<file path="config.mk">
export PLATFORM = sky130hd
export DESIGN_NAME = multi_button_debouncer
export DESIGN_NICKNAME = d
export VERILOG_FILES = /design/src/rtl/multi_button_debouncer.sv
export SDC_FILE = /design/constraint.sdc
export NUM_CORES = 1
export LEC_CHECK = 0
export ABC_AREA = 1
export CORE_MARGIN = 2
export CORE_UTILIZATION = 65
export CTS_BUF_LIST = sky130_fd_sc_hd__clkbuf_8
export CTS_CLUSTER_DIAMETER = 30
export DETAILED_ROUTE_END_ITERATION = 7
export PLACE_DENSITY_LB_ADDON = 0.3
export SKIP_CTS_REPAIR_TIMING = 1
export SLEW_MARGIN = 10
export SYNTH_ARGS = -nofsm -noshare
export SYNTH_HDL_FRONTEND = slang
export SYNTH_SLANG_ARGS = --single-unit
</file>
<file path="constraint.sdc">
create_clock -name clk -period 3.6 [get_ports clk]
set_input_delay 0.36 -clock clk [delete_from_list [all_inputs] [get_ports clk]]
set_output_delay 0.36 -clock clk [all_outputs]
set_load 0.1 [all_outputs]
</file>
<file path="src/rtl/multi_button_debouncer.sv">
// Multi-channel push-button debouncer: per-channel synchroniser, symmetric
// debounce counter, registered press/release pulses and a one-shot long-press pulse.

module mbd_channel #(
    parameter int DEBOUNCE_CLK_CNT   = 65536,
    parameter int SYNC_STAGES        = 2,
    parameter int LONG_PRESS_CLK_CNT = 0,
    parameter int ACTIVE_LOW         = 0
) (
    input  logic clk,
    input  logic reset_n,
    input  logic btn_raw_i,
    output logic deb_o,
    output logic press_o,
    output logic release_o,
    output logic long_o
);
    localparam int CW = (DEBOUNCE_CLK_CNT > 1) ? $clog2(DEBOUNCE_CLK_CNT) : 1;
    localparam logic [CW-1:0] CNT_MAX = CW'(DEBOUNCE_CLK_CNT - 1);

    logic                   raw;
    logic [SYNC_STAGES-1:0] sync_q;
    logic                   s;
    logic [CW-1:0]          cnt_q, cnt_d;
    logic                   deb_q, deb_d;
    logic                   press_q, press_d;
    logic                   rel_q, rel_d;

    // Polarity is normalised before the synchroniser so all state means "1 = pressed".
    assign raw = (ACTIVE_LOW != 0) ? ~btn_raw_i : btn_raw_i;
    assign s   = sync_q[SYNC_STAGES-1];

    always_ff @(posedge clk or negedge reset_n) begin
        if (!reset_n) begin
            sync_q <= '0;
        end else begin
            sync_q <= {sync_q[SYNC_STAGES-2:0], raw};
        end
    end

    // Any sample matching the current level restarts the count; equality test means no wrap.
    always_comb begin
        cnt_d   = '0;
        deb_d   = deb_q;
        press_d = 1'b0;
        rel_d   = 1'b0;
        if (s != deb_q) begin
            if (cnt_q == CNT_MAX) begin
                deb_d   = s;
                press_d = s;
                rel_d   = ~s;
            end else begin
                cnt_d = cnt_q + 1'b1;
            end
        end
    end

    always_ff @(posedge clk or negedge reset_n) begin
        if (!reset_n) begin
            cnt_q   <= '0;
            deb_q   <= 1'b0;
            press_q <= 1'b0;
            rel_q   <= 1'b0;
        end else begin
            cnt_q   <= cnt_d;
            deb_q   <= deb_d;
            press_q <= press_d;
            rel_q   <= rel_d;
        end
    end

    assign deb_o     = deb_q;
    assign press_o   = press_q;
    assign release_o = rel_q;

    generate
        if (LONG_PRESS_CLK_CNT > 0) begin : g_long
            localparam int LW = $clog2(LONG_PRESS_CLK_CNT + 1);
            localparam logic [LW-1:0] HOLD_MAX = LW'(LONG_PRESS_CLK_CNT);
            localparam logic [LW-1:0] HOLD_PRE = LW'(LONG_PRESS_CLK_CNT - 1);

            logic [LW-1:0] hold_q, hold_d;
            logic          long_q, long_d;

            // Saturating hold counter; the pulse fires only on the step into saturation.
            always_comb begin
                hold_d = '0;
                long_d = 1'b0;
                if (deb_q) begin
                    hold_d = (hold_q == HOLD_MAX) ? hold_q : hold_q + 1'b1;
                    long_d = (hold_q == HOLD_PRE);
                end
            end

            always_ff @(posedge clk or negedge reset_n) begin
                if (!reset_n) begin
                    hold_q <= '0;
                    long_q <= 1'b0;
                end else begin
                    hold_q <= hold_d;
                    long_q <= long_d;
                end
            end

            assign long_o = long_q;
        end else begin : g_no_long
            assign long_o = 1'b0;
        end
    endgenerate
endmodule

module multi_button_debouncer #(
    parameter int NUM_BTNS           = 4,
    parameter int DEBOUNCE_CLK_CNT   = 65536,
    parameter int SYNC_STAGES        = 2,
    parameter int LONG_PRESS_CLK_CNT = 0,
    parameter int ACTIVE_LOW         = 0
) (
    input  logic                clk,
    input  logic                reset_n,
    input  logic [NUM_BTNS-1:0] btn_in,
    output logic [NUM_BTNS-1:0] btn_debounced,
    output logic [NUM_BTNS-1:0] btn_press,
    output logic [NUM_BTNS-1:0] btn_release,
    output logic [NUM_BTNS-1:0] btn_long,
    output logic                any_pressed
);
    generate
        for (genvar i = 0; i < NUM_BTNS; i++) begin : g_ch
            mbd_channel #(
                .DEBOUNCE_CLK_CNT  (DEBOUNCE_CLK_CNT),
                .SYNC_STAGES       (SYNC_STAGES),
                .LONG_PRESS_CLK_CNT(LONG_PRESS_CLK_CNT),
                .ACTIVE_LOW        (ACTIVE_LOW)
            ) u_ch (
                .clk      (clk),
                .reset_n  (reset_n),
                .btn_raw_i(btn_in[i]),
                .deb_o    (btn_debounced[i]),
                .press_o  (btn_press[i]),
                .release_o(btn_release[i]),
                .long_o   (btn_long[i])
            );
        end
    endgenerate

    assign any_pressed = |btn_debounced;
endmodule
</file>
# Word level (Yosys, flattened, before mapping)
# Index checks and enable logic that the tools add are counted.
# word_totals
reg_bits	84
input_bits	6
out_inout_bits	17
wordCells	65
# op_classes
addsub	4
eq_ne	8
muxes	24
bitwise	4
reduce_logical	5
# op_table
op	n
two-way mux 16 bit	8
adder 16 x 1 -> 16 bit, second input constant	4
== test 16 bit, second input constant	4
two-way mux 1 bit	16
AND reduction 2 bit	4
!= test 1 bit	4
NOT 1 bit	4
OR reduction 4 bit	1

# Longest topological paths before layout
# Gate-level depths: netlist of the first run.
# logic_depth
word_depth	3
mapped_depth	8
depth_no_buf	8

# By module
# A second synthesis of the first run with hierarchy kept.
# unflattened
hier_cells	499
hier_area_um2	4230.3
# modules_own_cells
mod	n_inst	cells_per_inst	area_per_inst_um2
mbd_channel	4	124	1054.8
multi_button_debouncer	1	3	11.3

# Worst setup path before layout of the first run
# OpenSTA, ideal clock, no wires.
# synth_timing
path_kind	register to output
start	register g_ch[2].u_ch.deb_q
end	output port any_pressed
t_arrival_ns	1.410
path_slack_ns	1.830
stages_incl_launch_ff	3
path_buffers	0
path_cell_list	dfrtp_1 inv_1 nand4_1
# synth_between
elab_chain_cells	1
# synth_rtl
element	line_no	rtl
start, declared	25	logic deb_q, deb_d;
start signal, assigned	61	deb_q <= 1'b0;
start signal, assigned	66	deb_q <= deb_d;
OR reduction 4 bit	147	assign any_pressed = |btn_debounced;
end, declared	126	output logic any_pressed
# Every way passes these cells.

# Final worst setup path of the first run
# Same ends and word-level chain as after synthesis.

==> run metrics, run 1 <==
final instance area 4600 um^2; TritonCTS clock tree built; # H-tree levels 3; worst endpoint required time 3.24 ns; clock skew roughly 0.009 ns; Clock power frac 0.391; Global Route met3 Usage 0.0354; final setup violation count 0; Die Span Y 84.7 um; first-pass GRT wire length 13500 um; Slew HR 0.327; met1 usage 0.315; Final Hold Vio Count 0; drt via density 5.23; PwrDens 377 nW/um^2; unrepaired setup endpoints after global routing false; crit path buf inv count 2; CTS clk-pin slew, worst paths 0.08 ns; r2r startpoint g_ch[2].u_ch.cnt_q[0]; Lkg Pwr ~2.0 nW; Die Area 7180 um^2; largest net degree at the start of global routing between 80 and 90; root buffer cell clkbuf_8; cell internal pwr 1.33 mW; initial antenna violation count 0; # IOs 23; status finished clean; Peak VDD IR 224 uV; Worst path slowest cell clkdlybuf4s50_1; Startpoint Class register; Worst Hold Class input port to async pin; Power Total 1.74 mW; Sw Pwr between 400 and 500 uW; Clock Tree Buf Depth 2; worst setup path start g_ch[2].u_ch.deb_o; final wirelength 7550 um; minimum clock period between 2 and 3 ns; period utilization 0.700; max_cap viols 0; Switching Share 0.233; GRT Total Usage 0.236; core area 6310 um^2; Fin Setup TNS 0 ns; routability cong. 0.896; Buffers on Ports 18; area delta synth->final 8.69%; Initial Util 0.671; DP Wirelength roughly 5400 um; Final ANT Viol Nets 0; Initial DRT Pass Iterations 4; Worst Max-Slew Pin Slew 1.01 ns; power share of the sequential group 0.558; Comb pwr share 0.051; clock latency at the later pin of the worst-skew pair between 0.3 and 0.4 ns; cells after synthesis 498; # diodes 0; Yosys cell types 31; met2 Usage GRT 0.387; Arrival @ worst endpoint 2.16 ns; row cnt 29; Post-DP Area 4400 um^2; gr ovfl total 0; Worst Path Max Fanout 5; part of the Yosys area used for sequential elements 0.496; Synth Warn # 0; starting DRC count in detailed routing 213; Reg2Reg Setup Slack 2.06 ns; Final Max Tran Viols 0; Max Fclk 397 MHz; flops & latches, synth 84; Vias 3119; CTS Buf Count 9; wire per inst approximately 13 um; Hold Slack 0.160 ns; # nets final 524; crit end category output pin; vias in the first global route 3055; GRT Max-Usage Layer met2; syn_area_per_cell approximately 8.5 um^2; clk sink count 84; max incr delay on CP between 1 and 1.5 ns; final std cells w/o fill 596; layout cell share with drive strength beyond 1 0.125; Crit Path Class register to output pin; DP Cell Count 580; Cell Area, Synth 4230 um^2; Die X 84.7 um; crit-path cells inv_1, nand4_1, clkdlybuf4s50_1; crit-path leading delay family buffers and inverters; DRC 0
through the flow:
stage	setup WS, ns	utilization
2_1_floorplan	1.83	-
3_3_place_gp	1.48	0.697
3_5_place_dp	1.44	0.697
4_1_cts	1.06	0.729
5_1_grt	1.02	0.729
6_report	1.08	0.729
flip-flops by register name (all words and copies together), names as in the netlist:
name and cells:
g_ch.u_ch.cnt_q 64, g_ch.u_ch.sync_q 8, g_ch.u_ch.deb_o 4, g_ch.u_ch.press_o 4, g_ch.u_ch.release_o 4
cells by family after synthesis:
group           after synthesis  synth area share
simple gates                280             0.318
buf+inv                      70            0.0762
flops                        84             0.496
fa+ha+maj                     4            0.0118
other cells                   1          0.000886
compound gates               31            0.0387
xor+xnor                     28            0.0579
power by group through the flow:
stage	Clock (mW)	Combinational (mW)	Sequential (mW)
6_report	0.678	0.0885	0.969
5_1_grt	0.730	0.100	0.972
4_1_cts	0.693	0.0908	0.969
3_5_place_dp	0	0.0903	0.988
3_3_place_gp	0	0.0878	0.987
2_1_floorplan	0	0.0611	0.986
Yosys cell counts, drive strengths merged:
master / n / area share
dfrtp: 84 / 0.50
nand2: 102 / 0.10
nor3b: 2 / 0.0035
inv: 54 / 0.048
o211ai: 1 / 0.0018
conb: 1 / 0.00089
ha: 4 / 0.012
nor3: 12 / 0.025
o21ai: 15 / 0.019
or2: 1 / 0.0015
buf: 16 / 0.028
a21oi: 14 / 0.017
xor2: 17 / 0.035
nand4: 11 / 0.018
o21bai: 1 / 0.0018
nor2: 122 / 0.13
xnor2: 11 / 0.023
and2: 1 / 0.0015
nand3: 29 / 0.037
final timing paths:
kind / depth (start not counted) / endpoint
min in group clk: 0 / g_ch[3].u_ch.sync_q[1]
max in group asynchronous: 1 / g_ch[1].u_ch.cnt_q[3]
setup / recovery: 3 / any_pressed
setup reg to reg: 8 / g_ch[2].u_ch.cnt_q[9]
hold reg to reg: 0 / g_ch[3].u_ch.sync_q[1]
hold / removal: 1 / g_ch[2].u_ch.cnt_q[5]
cell type report:
cell class                 count  area (um^2)
inverter                      54          203
multi-input combinational    347         1820
sequential                    84         2100
fill                         484         1710
clock inverter                 5         51.3
timing repair buffer          18          178
tap                           77         96.3
clock buffer                  11          151
cells in the final DEF, fill, tap and decap left out, drive strengths merged, types with 12 or more instances in the layout:
master         Yosys  layout
xor2              17      17
o21ai             15      15
nor3              12      12
dfrtp             84      84
a21oi             14      14
nor2             122     122
nand2            102     102
clkdlybuf4s50      0      17
inv               54      55
nand3             29      29
metal layers:
layer	up-vias	share of wire
met4	0	0.013
met2	76	0.50
met1	1466	0.45
met5	-	0
met3	7	0.038
li1	1570	-
(Power assumes the default switching activity.)
==> inputs of run 2 (changes only) <==
Settings changed: CORE_UTILIZATION 65 to 56.
Clock period 3.6 ns to 2.17 ns, I/O delays scaled along.
==> run metrics, run 2 (same netlist as run 1, synthesis figures left out) <==
Largest register FFs 64 (unchanged); gr ovfl total 0 (unchanged); Initial DRT Pass Iterations 4 (unchanged); CTS Buf Count 9 (unchanged); TritonCTS clock tree built (unchanged); Initial Util 0.581 (was 0.671); largest net degree at the start of global routing 44 (was 85); clock latency at the later pin of the worst-skew pair 0.35 ns (about the same); core area 7290 um^2 (was 6310 um^2); Slew HR 0.639 (was 0.327); Die Area 8270 um^2 (was 7180 um^2); DP Wirelength 5520 um (was 5360 um); Worst Path Max Fanout 5 (unchanged); layout cell share with drive strength beyond 1 0.155 (was 0.125); Die X 91.0 um (was 84.7 um); GRT Max-Usage Layer met2 (unchanged); Reg with most FFs g_ch.u_ch.cnt_q (unchanged); Fin Setup TNS 0 ns (unchanged); # nets final 528 (was 524); clock skew 0.00789 ns (was 0.00916 ns); DRC 0 (unchanged); Final Hold Vio Count 0 (unchanged); Buffers on Ports 18 (unchanged); Sw Pwr 673 uW (was 404 uW); Switching Share 0.242 (was 0.233); Clock Tree Buf Depth 2 (unchanged); Peak VDD IR 468 uV (was 224 uV); # diodes 0 (unchanged); Largest regs g_ch.u_ch.cnt_q x64, g_ch.u_ch.sync_q x8 (unchanged); most common cell after layout, fill and taps aside nor2_1 (unchanged); clk sink count 84 (unchanged); Global Route met3 Usage 0.0631 (was 0.0354); most frequent cells in the layout nor2_1, nand2_1, dfrtp_1, inv_1, nand3_1 (unchanged); Worst Hold Class input port to register (was input port to async pin); crit end category output pin (unchanged); Final Max Tran Viols 0 (unchanged); Hold Slack 0.296 ns (was 0.160 ns); Comb pwr share 0.056 (was 0.051); # H-tree levels 3 (unchanged); met1 usage 0.253 (was 0.315); Vias 3122 (was 3119); # IOs 23 (unchanged); minimum clock period 1.54 ns; row cnt 31 (was 29); Crit Path Class register to output pin (unchanged); status finished clean (unchanged); Clock power frac 0.366 (was 0.391); power share of the sequential group 0.578 (was 0.558); root buffer cell clkbuf_8 (unchanged); Power Total 2.78 mW (was 1.74 mW); Max Fclk around 650 MHz; final wirelength 7400 um (was 7550 um); vias in the first global route 3085 (was 3055); max_cap viols 0 (unchanged); Lkg Pwr 2.03 nW (was 1.99 nW); area delta synth->final 9.25% (was 8.69%); cell internal pwr 2.11 mW (was 1.33 mW); final setup violation count 0 (unchanged); period utilization 0.709; Post-DP Area 4430 um^2 (was 4400 um^2); first-pass GRT wire length 13400 um (was 13500 um); Worst Max-Slew Pin Slew 0.541 ns (was 1.01 ns); worst endpoint required time 1.95 ns (was 3.24 ns); final instance area 4630 um^2 (was 4600 um^2); unrepaired setup endpoints after global routing false (unchanged); Final ANT Viol Nets 0 (unchanged); GRT Total Usage 0.201 (was 0.236); PwrDens 602 nW/um^2 (was 377 nW/um^2); Die Span Y 91.0 um (was 84.7 um); post-route core utilization 0.634 (was 0.729); CTS clk-pin slew, worst paths 0.08 ns (about the same); drt via density 5.02 (was 5.23); Startpoint Class register (unchanged); worst hold stages 1; R2R depth 8 (unchanged); initial antenna violation count 0 (unchanged); Arrival @ worst endpoint 1.32 ns (was 2.16 ns); starting DRC count in detailed routing 186 (was 213); routability cong. 0.913 (was 0.896); met2 Usage GRT 0.338 (was 0.387); wire per inst 11.9 um (was 12.7 um)
==> run 2: critical path: stages, from the launching register on <==
cell     delay (ns)
dfrtp_1        0.43
inv_1          0.12
nand4_1        0.12
buf_4          0.30
==> run 2: final timing paths <==
kind,slack (ns),start,end
min in group asynchronous,0.39,reset_n,g_ch[2].u_ch.cnt_q[6]
worst min-delay path,0.30,btn_in[0],g_ch[0].u_ch.sync_q[0]
max in group asynchronous,1.18,reset_n,g_ch[1].u_ch.cnt_q[7]
worst min register to register,0.35,g_ch[1].u_ch.sync_q[0],g_ch[1].u_ch.sync_q[1]
worst max register to register,0.64,g_ch[2].u_ch.cnt_q[0],g_ch[2].u_ch.cnt_q[11]
worst max-delay path,0.63,g_ch[2].u_ch.deb_o,any_pressed
==> run 2: per-stage QoR <==
stage,setup WS (ns),cells
after floorplan,0.543,501
after global placement,0.738,605
after detailed placement,0.675,605
after CTS,0.602,621
after global routing,0.519,622
final,0.632,622
==> run 2: metal layers <==
layer,vias up,wire length [um]
li1,1575,-
met1,1486,3430
met2,51,3610
met3,10,279
met4,0,91
met5,-,0
==> run 2: final cells by class <==
class,count,area [um^2]
fill,639,2670
sequential,84,2100
multi-input combinational,347,1820
inverter,54,203
timing repair buffer,22,190
clock buffer,11,151
tap,99,124
clock inverter,5,35.0
==> run 2: power by group through the flow <==
stage / clock (mW) / sequential (mW) / combinational, mW
CTS: 1.07 / 1.61 / 0.159
global placement: 0 / 1.64 / 0.154
floorplan: 0 / 1.64 / 0.101
detailed placement: 0 / 1.64 / 0.159
finish: 1.02 / 1.61 / 0.156
global route: 1.14 / 1.61 / 0.178
